<file path="src/rtl/cpu_clock.sv">
// CP0-style Count/Compare timer with a 64-bit cycle counter, reset synchronizer and optional
// pseudo-random bus-stall injector (enabled by defining CPU_CLOCK_STALL_INJECT_EN).
module cpu_clock #(
    parameter int unsigned COUNT_DIV = 2,
    parameter logic [15:0] LFSR_SEED = 16'hACE1
) (
    input  logic        clk,
    input  logic        rst,
    output logic        rst_sync,
    output logic [63:0] cycle,
    input  logic        count_we,
    input  logic [31:0] count_wdata,
    input  logic        compare_we,
    input  logic [31:0] compare_wdata,
    output logic [31:0] count,
    output logic [31:0] compare,
    output logic        timer_int,
    input  logic        fake_stall_en,
    output logic        stall
);

    localparam logic [4:0] PRE_MAX = 5'(COUNT_DIV - 1);

    logic        sync_meta_r;
    logic        rst_sync_r;
    logic [63:0] cycle_r;
    logic [31:0] count_r;
    logic [31:0] compare_r;
    logic [4:0]  prescale_r;
    logic        timer_int_r;

    logic [31:0] count_nxt_s;
    logic [4:0]  prescale_nxt_s;
    logic        timer_nxt_s;

    // Reset synchronizer: asserts with rst, releases on the second clean edge.
    always_ff @(posedge clk or posedge rst) begin
        if (rst) begin
            sync_meta_r <= 1'b1;
            rst_sync_r  <= 1'b1;
        end else begin
            sync_meta_r <= 1'b0;
            rst_sync_r  <= sync_meta_r;
        end
    end

    // Next Count/prescaler: a software write beats the prescaled increment.
    always_comb begin
        count_nxt_s    = count_r;
        prescale_nxt_s = prescale_r;
        if (count_we) begin
            count_nxt_s    = count_wdata;
            prescale_nxt_s = 5'd0;
        end else if (prescale_r == PRE_MAX) begin
            count_nxt_s    = count_r + 32'd1;
            prescale_nxt_s = 5'd0;
        end else begin
            count_nxt_s    = count_r;
            prescale_nxt_s = prescale_r + 5'd1;
        end
    end

    // Next timer interrupt: a Compare write clears it even on a coincident match.
    always_comb begin
        timer_nxt_s = timer_int_r;
        if (compare_we) begin
            timer_nxt_s = 1'b0;
        end else if (count_r == compare_r) begin
            timer_nxt_s = 1'b1;
        end else begin
            timer_nxt_s = timer_int_r;
        end
    end

    // Counter and timer state, held in reset until the synchronized reset releases.
    always_ff @(posedge clk or posedge rst) begin
        if (rst) begin
            cycle_r     <= 64'd0;
            count_r     <= 32'd0;
            prescale_r  <= 5'd0;
            compare_r   <= 32'hFFFF_FFFF;
            timer_int_r <= 1'b0;
        end else if (rst_sync_r) begin
            cycle_r     <= 64'd0;
            count_r     <= 32'd0;
            prescale_r  <= 5'd0;
            compare_r   <= 32'hFFFF_FFFF;
            timer_int_r <= 1'b0;
        end else begin
            cycle_r     <= cycle_r + 64'd1;
            count_r     <= count_nxt_s;
            prescale_r  <= prescale_nxt_s;
            compare_r   <= compare_we ? compare_wdata : compare_r;
            timer_int_r <= timer_nxt_s;
        end
    end

    assign rst_sync  = rst_sync_r;
    assign cycle     = cycle_r;
    assign count     = count_r;
    assign compare   = compare_r;
    assign timer_int = timer_int_r;

`ifdef CPU_CLOCK_STALL_INJECT_EN
    logic [15:0] lfsr_r;
    logic [1:0]  run_r;
    logic        stall_r;
    logic        lfsr_fb_s;
    logic        stall_nxt_s;

    // Stall request from the LFSR, suppressed for one cycle after a run of three.
    always_comb begin
        lfsr_fb_s   = lfsr_r[15] ^ lfsr_r[13] ^ lfsr_r[12] ^ lfsr_r[10];
        stall_nxt_s = 1'b0;
        if (run_r == 2'd3) begin
            stall_nxt_s = 1'b0;
        end else begin
            stall_nxt_s = fake_stall_en & lfsr_r[0] & lfsr_r[1];
        end
    end

    // LFSR, stall register and consecutive-stall run counter.
    always_ff @(posedge clk or posedge rst) begin
        if (rst) begin
            lfsr_r  <= LFSR_SEED;
            run_r   <= 2'd0;
            stall_r <= 1'b0;
        end else if (rst_sync_r) begin
            lfsr_r  <= LFSR_SEED;
            run_r   <= 2'd0;
            stall_r <= 1'b0;
        end else begin
            lfsr_r  <= {lfsr_r[14:0], lfsr_fb_s};
            run_r   <= stall_nxt_s ? (run_r + 2'd1) : 2'd0;
            stall_r <= stall_nxt_s;
        end
    end

    assign stall = stall_r;
`else
    logic unused_stall_en_s;

    assign unused_stall_en_s = fake_stall_en;
    assign stall             = 1'b0;
`endif

endmodule

</file>
<file path="config.mk">
export PLATFORM = sky130hd
export DESIGN_NAME = cpu_clock
export DESIGN_NICKNAME = d
export VERILOG_FILES = /design/src/rtl/cpu_clock.sv
export SDC_FILE = /design/constraint.sdc
export NUM_CORES = 1
export LEC_CHECK = 0
export CAP_MARGIN = 25
export CORE_ASPECT_RATIO = 1.2
export CORE_MARGIN = 2
export CORE_UTILIZATION = 49
export DETAILED_ROUTE_END_ITERATION = 16
export PLACE_DENSITY_LB_ADDON = 0.05
export SLEW_MARGIN = 20
export SYNTH_ARGS = -nofsm -noshare
export SYNTH_HDL_FRONTEND = slang
export SYNTH_SLANG_ARGS = --single-unit
export TNS_END_PERCENT = 100
</file>
<file path="constraint.sdc">
create_clock -name clk -period 11.5 [get_ports clk]
set_clock_uncertainty 0.05 [all_clocks]
set_input_delay 2.3 -clock clk [delete_from_list [all_inputs] [get_ports clk]]
set_output_delay 2.3 -clock clk [all_outputs]
set_load 0.02 [all_outputs]
</file>
==> results.py, run 1 <==
metrics = {
    "timing": {
        "slew_viol_final": 0,
        "rsz0062_at_grt": "false",
        "fmax_mhz": 224,
        "finalSetupViolations": 0,
        "hold_viol": 0,
        "worst_slew_pin_slew_ns": 0.916,
        "slew-limit-headroom_pct": 38.9,
        "min_period_ns": 4.45,
        "tns_ns": 0,
        "layout_worst_path_cycle_share_pct": 38.7,
    },
    "logic_synthesis": {
        "synth_area_um2": 7180,
        "ys_warn_count": 0,
        "yosys-top-cells-count": "dfrtp_1 (102), nor2_1 (72), xnor2_1 (58), nand2_1 (51), nand4_1 (48)",
        "netlist_instances": 746,
        "async_flop_share_pct": 100,
        "post-synth-top-area-cell": "dfrtp_1",
        "synth_flop_cell": "dfrtp_1",
        "yosysMostFrequentCell": "dfrtp_1",
        "synth_seq_area_share_pct": 48.0,
        "synth-seq-cells": 136,
        "synth_area_leaders": "dfrtp_1 (36%), dfstp_2 (12%), xnor2_1 (7.1%)",
        "synth_top_area_share_pct": 35.5,
        "postSynthAreaPerCell_um2": 9.63,
        "synth_edf_count": 0,
        "ys_types": 47,
    },
    "final_layout": {
        "areaGrowthSynthToFinish_pct": 37.7,
        "drive_gt1_share_pct": 8.82,
        "multi_input_area_um2": 3540,
        "fill_cells": 1180,
        "fin_nets": 1001,
        "register_area_um2": 3450,
        "stdcell_count": 1117,
    },
    "route": {
        "drt-total-wl_mm": 21.2,
        "drcViolationCount": 0,
        "detail-route-antenna-nets": 0,
        "first_pass_iters": 5,
        "wire_per_inst_um": 19.0,
        "via_per_inst": 5.86,
        "vias": 6547,
        "first_iter_violations": 494,
    },
    "clock_tree": {
        "clock_latency_ns": 0.42,
        "cts_hold_buf": 0,
        "cts_resized": 0,
        "clk_pin_slew_ns": 0.06,
        "cts.htree.levels": 4,
        "numCtsBuffers": 17,
        "cts_root_buffer": "clkbuf_16",
        "cts_tree": "yes",
        "clock_sinks": 136,
        "cts_buffer_depth": 2,
        "postCtsSetupRepairBufs": 0,
    },
    "global_routing": {
        "busiest_layer": "met2",
        "gr-usage-met1_pct": 31.9,
        "antenna_found_initial": 1,
        "grt_pass1_wl_mm": 33.3,
        "met2_usage_pct": 47.3,
        "grtUsageMet3_pct": 5.76,
        "track_usage_pct": 27.2,
        "grt_max_degree": 81,
        "grt_pass1_vias": 6565,
        "globalRouteOverflowTotal": 0,
    },
    "floorplanning": {
        "die_h_um": 137,
        "io_pins": 200,
        "coreArea_um2": 14400,
        "fp.dieW_um": 115,
        "initial_utilization_pct": 50.0,
        "fp-row-count": 48,
        "dieArea_um2": 15600,
    },
    "pwr": {
        "p_total_w": 0.00126,
        "power_leakage_nw": 3.73,
        "p_per_area_nw_per_um2": 127,
        "peakVddDrop_uv": 78.1,
    },
    "job": {
        "maxCapViolations": 0,
    },
    "placement": {
        "finalWeightedCongestion": 0.901,
        "port_buffers": 197,
        "dp_cells": 1084,
        "dp_hpwl_mm": 14.9,
    },
    "worst_hold_path": {
        "hold_class": "flop to flop",
        "min_path_cells": 0,
    },
    "critical_path": {
        "cp.arrival_ns": 2.10,
        "critPathBufInv": 1,
        "endpoint_kind": "primary output",
        "path_delay_family": "flip-flops",
        "critPathKind": "flop to primary output",
        "required_ns": 9.15,
        "critPathMaxFanout": 56,
        "worstPathCellList": "clkdlybuf4s50_1",
        "rr_worst_depth": 5,
        "crit_cells": 1,
        "critPathSlowestCell": "dfstp_4",
        "crit_path_start_kind": "flop",
        "max_stage_delay_ns": 0.95,
    },
    "status": {
        "status": "finished clean",
    },
}
## sequential cells by signal (all words and copies together) (netlist names)
name	count
sync_meta_r	1
prescale_r	5
compare	32
cycle	64
rst_sync	1
count	32
timer_int	1
## cells in the final DEF (no fill, tap or decap), types with 33 or more instances in the layout
| cell | count |
|---|---|
| nand2_1 | 51 |
| nand3_1 | 36 |
| dfrtp_1 | 102 |
| nor2_1 | 72 |
| nand4_1 | 48 |
| xnor2_1 | 58 |
| clkdlybuf4s50_1 | 196 |
| dfstp_2 | 33 |
| a21oi_1 | 42 |
| xor2_1 | 34 |
| nor2b_1 | 35 |
## path summary, 6_finish.rpt
check	from	to	slack (ns)
min	sync_meta_r	rst_sync	0.31
max reg2reg	cycle[3]	cycle[50]	8.73
min in group asynchronous	rst	cycle[27]	2.30
max in group asynchronous	rst	count[24]	7.71
min reg2reg	sync_meta_r	rst_sync	0.31
max	rst_sync	rst_sync	7.05
## routing by layer
layer	wire length [um]	share of wire (%)
met5	0	0
met4	743	3.5
met3	1220	5.7
met2	10900	51
met1	8370	39
## kinds of logic (layout without fill, tap and decap cells)
| group | after synthesis | after routing | share of synthesized area, % |
|---|---|---|---|
| xor+xnor | 92 | 92 | 11.2 |
| fa+ha+maj | 4 | 4 | 0.697 |
| compound gates | 132 | 132 | 12.2 |
| flops | 136 | 136 | 48.0 |
| mux | 1 | 1 | 0.139 |
| simple gates | 327 | 327 | 24.9 |
| other cells | 1 | 3 | 0.0522 |
| buf+inv | 53 | 247 | 2.86 |
## power breakdown
| group | leakage, nW | switching (W) | total, W | internal (W) |
|---|---|---|---|---|
| Clock | 0.298 | 0.000208 | 0.000581 | 0.000373 |
| Sequential | 1.75 | 0.0000309 | 0.000533 | 0.000502 |
| Combinational | 1.68 | 0.0000718 | 0.000147 | 0.0000756 |
| Total | 3.73 | 0.000311 | 0.00126 | 0.000950 |
## layout make-up
class	count	area share, %
Sequential cell	136	34.9
Clock inverter	12	1.76
Multi-Input combinational cell	558	35.7
Clock buffer	20	4.62
Inverter	14	0.582
Timing Repair Buffer	201	20.2
Antenna cell	1	0.0253
Tap cell	175	2.21
## per-stage QoR
step	utilization [%]	setup slack (ns)	hold WS [ns]	cell area (um^2)
6_report	68.9	7.05	0.311	9890
5_1_grt	68.9	6.98	0.316	9890
4_1_cts	68.9	7.05	0.314	9890
3_5_place_dp	64.5	6.94	0.304	9260
3_3_place_gp	64.5	6.97	0.297	9250
2_1_floorplan	-	5.57	0.295	7190
Power figures use the tool's default switching activity.
==> inputs of run 2 (changes only) <==
Clock period 11.5 ns to 4.15 ns, I/O delays scaled along.
==> run 2 against run 1 <==
  * Critical endpoint unchanged
  * Utilization increased by 0.16 points
  * Cell count increased by 0.27%
  * Count of clock-buffer cells in the layout increased by 5
==> results.py, run 2 (same netlist as run 1, synthesis figures left out) <==
metrics = {
    "status": {
        "status": "finished clean",
    },
    "global_routing": {
        "globalRouteOverflowTotal": 0,
        "antenna_found_initial": 0,
        "grt_max_degree": 80,
        "track_usage_pct": 27.5,
        "grt_pass1_vias": 6491,
        "grt_pass1_wl_mm": 33.5,
    },
    "timing": {
        "finalSetupViolations": 0,
        "tns_ns": 0,
        "fmax_mhz": 325,
        "slew_viol_final": 0,
        "layout_worst_path_cycle_share_pct": 74.1,
        "hold_viol": 0,
        "slew-limit-headroom_pct": 47.3,
        "worst_slew_pin_slew_ns": 0.791,
        "min_period_ns": 3.08,
        "rsz0062_at_grt": "false",
    },
    "clock_tree": {
        "cts_resized": 0,
        "cts_hold_buf": 0,
        "cts.htree.levels": 4,
        "clock_sinks": 136,
        "clock_latency_ns": 0.42,
        "cts_buffer_depth": 2,
        "cts_tree": "yes",
        "clk_pin_slew_ns": 0.05,
        "postCtsSetupRepairBufs": 0,
        "numCtsBuffers": 17,
        "cts_root_buffer": "clkbuf_16",
    },
    "route": {
        "wire_per_inst_um": 19.0,
        "drcViolationCount": 0,
        "via_per_inst": 5.87,
        "first_pass_iters": 6,
        "detail-route-antenna-nets": 0,
        "drt-total-wl_mm": 21.3,
        "vias": 6574,
        "first_iter_violations": 317,
    },
    "final_layout": {
        "drive_gt1_share_pct": 8.89,
        "fin_util_pct": 69.1,
        "stdcell_count": 1120,
        "fin_nets": 1005,
        "fill_cells": 1154,
        "largest_reg_flops": 64,
        "antennaDiodeCount": 0,
        "areaGrowthSynthToFinish_pct": 38.1,
        "layout_commonest_cell": "clkdlybuf4s50_1",
        "layout_common_cells": "clkdlybuf4s50_1 (196), dfrtp_1 (102), nor2_1 (72)",
    },
    "pwr": {
        "p_total_w": 0.00344,
        "switchingPower_w": 0.000847,
        "p_sw_share_pct": 24.7,
        "peakVddDrop_uv": 289,
        "cellInternalPower_w": 0.00259,
        "power_leakage_nw": 3.75,
        "power.share.clock_pct": 45.0,
        "p_per_area_nw_per_um2": 346,
        "pwr-share-comb_pct": 12.0,
        "pwr-share-seq_pct": 43.0,
    },
    "floorplanning": {
        "initial_utilization_pct": 50.0,
        "coreArea_um2": 14400,
        "die_h_um": 137,
        "io_pins": 200,
        "fp.dieW_um": 115,
        "dieArea_um2": 15600,
        "fp-row-count": 48,
    },
    "placement": {
        "dp_hpwl_mm": 15.0,
        "port_buffers": 197,
        "dp_cells": 1087,
        "finalWeightedCongestion": 0.905,
    },
    "critical_path": {
        "critPathKind": "flop to primary output",
        "endpoint_kind": "primary output",
        "startpoint": "rst_sync",
        "critPathBufInv": 1,
        "r2r_start": "cycle[20]",
        "cp.arrival_ns": 2.20,
        "critPathMaxFanout": 64,
        "crit_path_start_kind": "flop",
        "max_stage_delay_ns": 0.99,
        "required_ns": 3.27,
        "path_delay_family": "flip-flops",
        "critPathSlowestCell": "dfstp_4",
        "worstPathCellList": "clkdlybuf4s50_1",
    },
    "worst_hold_path": {
        "min-delay-start": "sync_meta_r",
        "hold_class": "flop to flop",
    },
    "job": {
        "maxCapViolations": 0,
    },
}
run 2: cell count changes in the layout (fill, tap and decap cells not counted), moves of 2 or more:
cell        delta
buf_12         +2
bufinv_16      -2
clkinvlp_4     -3
clkbuf_16      +2
clkbuf_1       +3
run 2: per-layer routing:
layer / GRT usage, % / vias to the layer above / part of all wire (%)
met5: 0 / - / 0
met4: 11.2 / 0 / 2.8
met3: 6.64 / 42 / 6.5
met2: 48.5 / 247 / 52
met1: 31.9 / 3227 / 39
li1: - / 3058 / -
run 2: stage by stage:
stage / setup slack, ns / area (um^2) / hold slack, ns
4_1_cts: 1.07 / 9900 / 0.308
2_1_floorplan: 1.60 / 7190 / 0.295
6_report: 1.07 / 9920 / 0.307
3_5_place_dp: 1.41 / 9290 / 0.300
5_1_grt: 1.01 / 9920 / 0.314
3_3_place_gp: 1.51 / 9290 / 0.297
run 2: area by class of cell:
cell class	instances	area, um^2	share of cell area, %
multi-input combinational	558	3540	35.7
clock inverter	7	86.3	0.871
tap	175	219	2.21
timing repair buffer	205	2050	20.7
sequential	136	3450	34.8
clock buffer	25	518	5.22
inverter	14	56.3	0.568
run 2: power by group through the flow:
| stage | logic, W | registers [W] | clock network [W] |
|---|---|---|---|
| floorplan | 0.000176 | 0.00151 | 0 |
| global placement | 0.000403 | 0.00150 | 0 |
| detailed placement | 0.000409 | 0.00150 | 0 |
| CTS | 0.000412 | 0.00148 | 0.00157 |
| global route | 0.000444 | 0.00148 | 0.00162 |
| finish | 0.000411 | 0.00148 | 0.00155 |
run 2: worst paths after layout:
path | cells past startpoint | slack (ns) | end
min in group asynchronous | 2 | 0.78 | prescale_r[0]
max in group asynchronous | 3 | 2.40 | compare[12]
max | 1 | 1.07 | rst_sync
min reg2reg | 0 | 0.31 | rst_sync
max reg2reg | 5 | 1.40 | cycle[63]
min | 0 | 0.31 | rst_sync
==> inputs of run 3 (changes only) <==
Clock period 4.15 ns to 3.22 ns, I/O delays scaled along.
==> run 3 against run 2 <==
  * Sequential share of layout area fell by 0.18 points
  * Design area rose by 0.53%
  * Wire length rose by 0.15%
  * Utilization rose by 0.37 points
  * Die area did not move
  * Sequential cell count did not move
  * Combinational power rose by 33%
  * Register-to-register slack got worse by 0.81 ns
  * Worst hold slack improved by 0.0030 ns
  * Setup slack got worse by 0.48 ns
==> results.py, run 3 (same netlist as run 1, synthesis figures left out) <==
metrics = {
    "global_routing": {
        "globalRouteOverflowTotal": 0,
        "grt_max_degree": 67,
        "antenna_found_initial": 0,
        "grt_pass1_vias": 6570,
        "track_usage_pct": 27.9,
        "grt_pass1_wl_mm": 33.8,
    },
    "pwr": {
        "peakVddDrop_uv": 278,
        "p_sw_share_pct": 24.6,
        "switchingPower_w": 0.00109,
        "power.share.clock_pct": 45.0,
        "pwr-share-comb_pct": 12.3,
        "power_leakage_nw": 3.78,
        "p_per_area_nw_per_um2": 445,
        "pwr-share-seq_pct": 42.7,
        "p_total_w": 0.00443,
        "cellInternalPower_w": 0.00334,
    },
    "placement": {
        "port_buffers": 197,
        "dp_hpwl_mm": 15.2,
        "finalWeightedCongestion": 0.903,
    },
    "clock_tree": {
        "numCtsBuffers": 17,
        "cts_hold_buf": 0,
        "clk_pin_slew_ns": 0.06,
        "cts_tree": "yes",
        "postCtsSetupRepairBufs": 0,
        "clock_latency_ns": 0.43,
        "cts_resized": 0,
        "clock_sinks": 136,
        "cts_buffer_depth": 2,
        "cts_root_buffer": "clkbuf_16",
        "cts.htree.levels": 4,
    },
    "route": {
        "via_per_inst": 5.84,
        "detail-route-antenna-nets": 0,
        "first_iter_violations": 329,
        "wire_per_inst_um": 19.0,
        "drcViolationCount": 0,
        "drt-total-wl_mm": 21.3,
        "first_pass_iters": 5,
        "vias": 6560,
    },
    "critical_path": {
        "r2r_end": "cycle[63]",
        "critPathKind": "flop to flop",
        "worstPathCellList": "nand4_1 > nor3_1 > nand4_1 > or4_1 > a21oi_1",
        "crit_path_start_kind": "flop",
        "critPathMaxFanout": 13,
        "required_ns": 3.51,
        "path_delay_family": "simple AND/OR/NAND/NOR gates",
        "reg2reg_setup_slack_ns": 0.59,
        "max_stage_delay_ns": 0.56,
        "cp_common_cell": "nand4_1",
        "cp.arrival_ns": 2.92,
        "rr_worst_depth": 5,
        "critPathBufInv": 0,
        "critPathSlowestCell": "nor3_1",
        "r2r_start": "cycle[3]",
        "endpoint_kind": "flop",
    },
    "worst_hold_path": {
        "min-delay-start": "sync_meta_r",
        "hold_end": "rst_sync",
        "min_path_cells": 0,
        "hold_class": "flop to flop",
    },
    "timing": {
        "fmax_mhz": 380,
        "min_period_ns": 2.63,
        "rsz0062_at_grt": "false",
        "hold_viol": 0,
        "tns_ns": 0,
        "finalSetupViolations": 0,
        "worst_slew_pin_slew_ns": 0.815,
        "slew-limit-headroom_pct": 45.6,
        "layout_worst_path_cycle_share_pct": 81.6,
        "slew_viol_final": 0,
    },
    "floorplanning": {
        "dieArea_um2": 15600,
        "io_pins": 200,
        "die_h_um": 137,
        "fp-row-count": 48,
        "coreArea_um2": 14400,
        "fp.dieW_um": 115,
        "initial_utilization_pct": 50.0,
    },
    "final_layout": {
        "drive_gt1_share_pct": 9.38,
        "largest_reg_flops": 64,
        "fill_cells": 1122,
        "areaGrowthSynthToFinish_pct": 38.8,
        "fin_util_pct": 69.5,
        "antennaDiodeCount": 0,
        "fin_nets": 1010,
        "layout_commonest_cell": "clkdlybuf4s50_1",
        "layout_common_cells": "clkdlybuf4s50_1 (196), dfrtp_1 (102), nor2_1 (72)",
    },
    "job": {
        "maxCapViolations": 0,
    },
    "status": {
        "status": "finished clean",
    },
}
-- run 3: layer usage --
metal	vias up	wire length [um]	global-route usage, %
li1	3066	-	-
met1	3218	8240	31.8
met2	244	11200	49.9
met3	32	1350	7.09
met4	0	523	10.7
met5	-	0	0
-- run 3: worst reg2reg max path: stages, from the launching register on --
cell     delay (ns)
dfrtp_1        0.46
nand4_1        0.27
nor3_1         0.56
nand4_1        0.50
or4_1          0.54
a21oi_1        0.16
-- run 3: final cells by class --
cell class | count | area, um^2 | area share, %
Multi-Input combinational cell | 558 | 3540 | 35.5
Sequential cell | 136 | 3450 | 34.6
Timing Repair Buffer | 210 | 2110 | 21.2
Clock buffer | 23 | 478 | 4.79
Tap cell | 175 | 219 | 2.20
Clock inverter | 8 | 121 | 1.22
Inverter | 14 | 56.3 | 0.565
-- run 3: how the worst max path moves through the flow --
stage / startpoint / end / slack [ns] / cells past startpoint
after floorplan: rst / count[0] / 0.86 / 1
after global placement: cycle[20] / cycle[63] / 0.64 / 5
after detailed placement: cycle[20] / cycle[63] / 0.61 / 5
after CTS: cycle[21] / cycle[63] / 0.59 / 5
after global routing: cycle[21] / cycle[63] / 0.30 / 5
final: cycle[3] / cycle[63] / 0.59 / 5
-- run 3: per-stage QoR --
step                      instance area (um^2)  setup WS (ns)  std cells  hold WS, ns
after global placement                    9340          0.641       1092        0.298
after CTS                                 9940          0.589       1123        0.313
after detailed placement                  9340          0.608       1092        0.304
after global routing                      9970          0.301       1124        0.315
after floorplan                           7190          0.861        747        0.295
final                                     9970          0.592       1124        0.310
-- run 3: power by group through the flow --
stage               Sequential (W)  Clock, W  Combinational (W)
global placement           0.00192         0           0.000533
finish                     0.00190   0.00199           0.000545
CTS                        0.00189   0.00202           0.000544
detailed placement         0.00192         0           0.000540
floorplan                  0.00195         0           0.000227
global route               0.00190   0.00209           0.000586
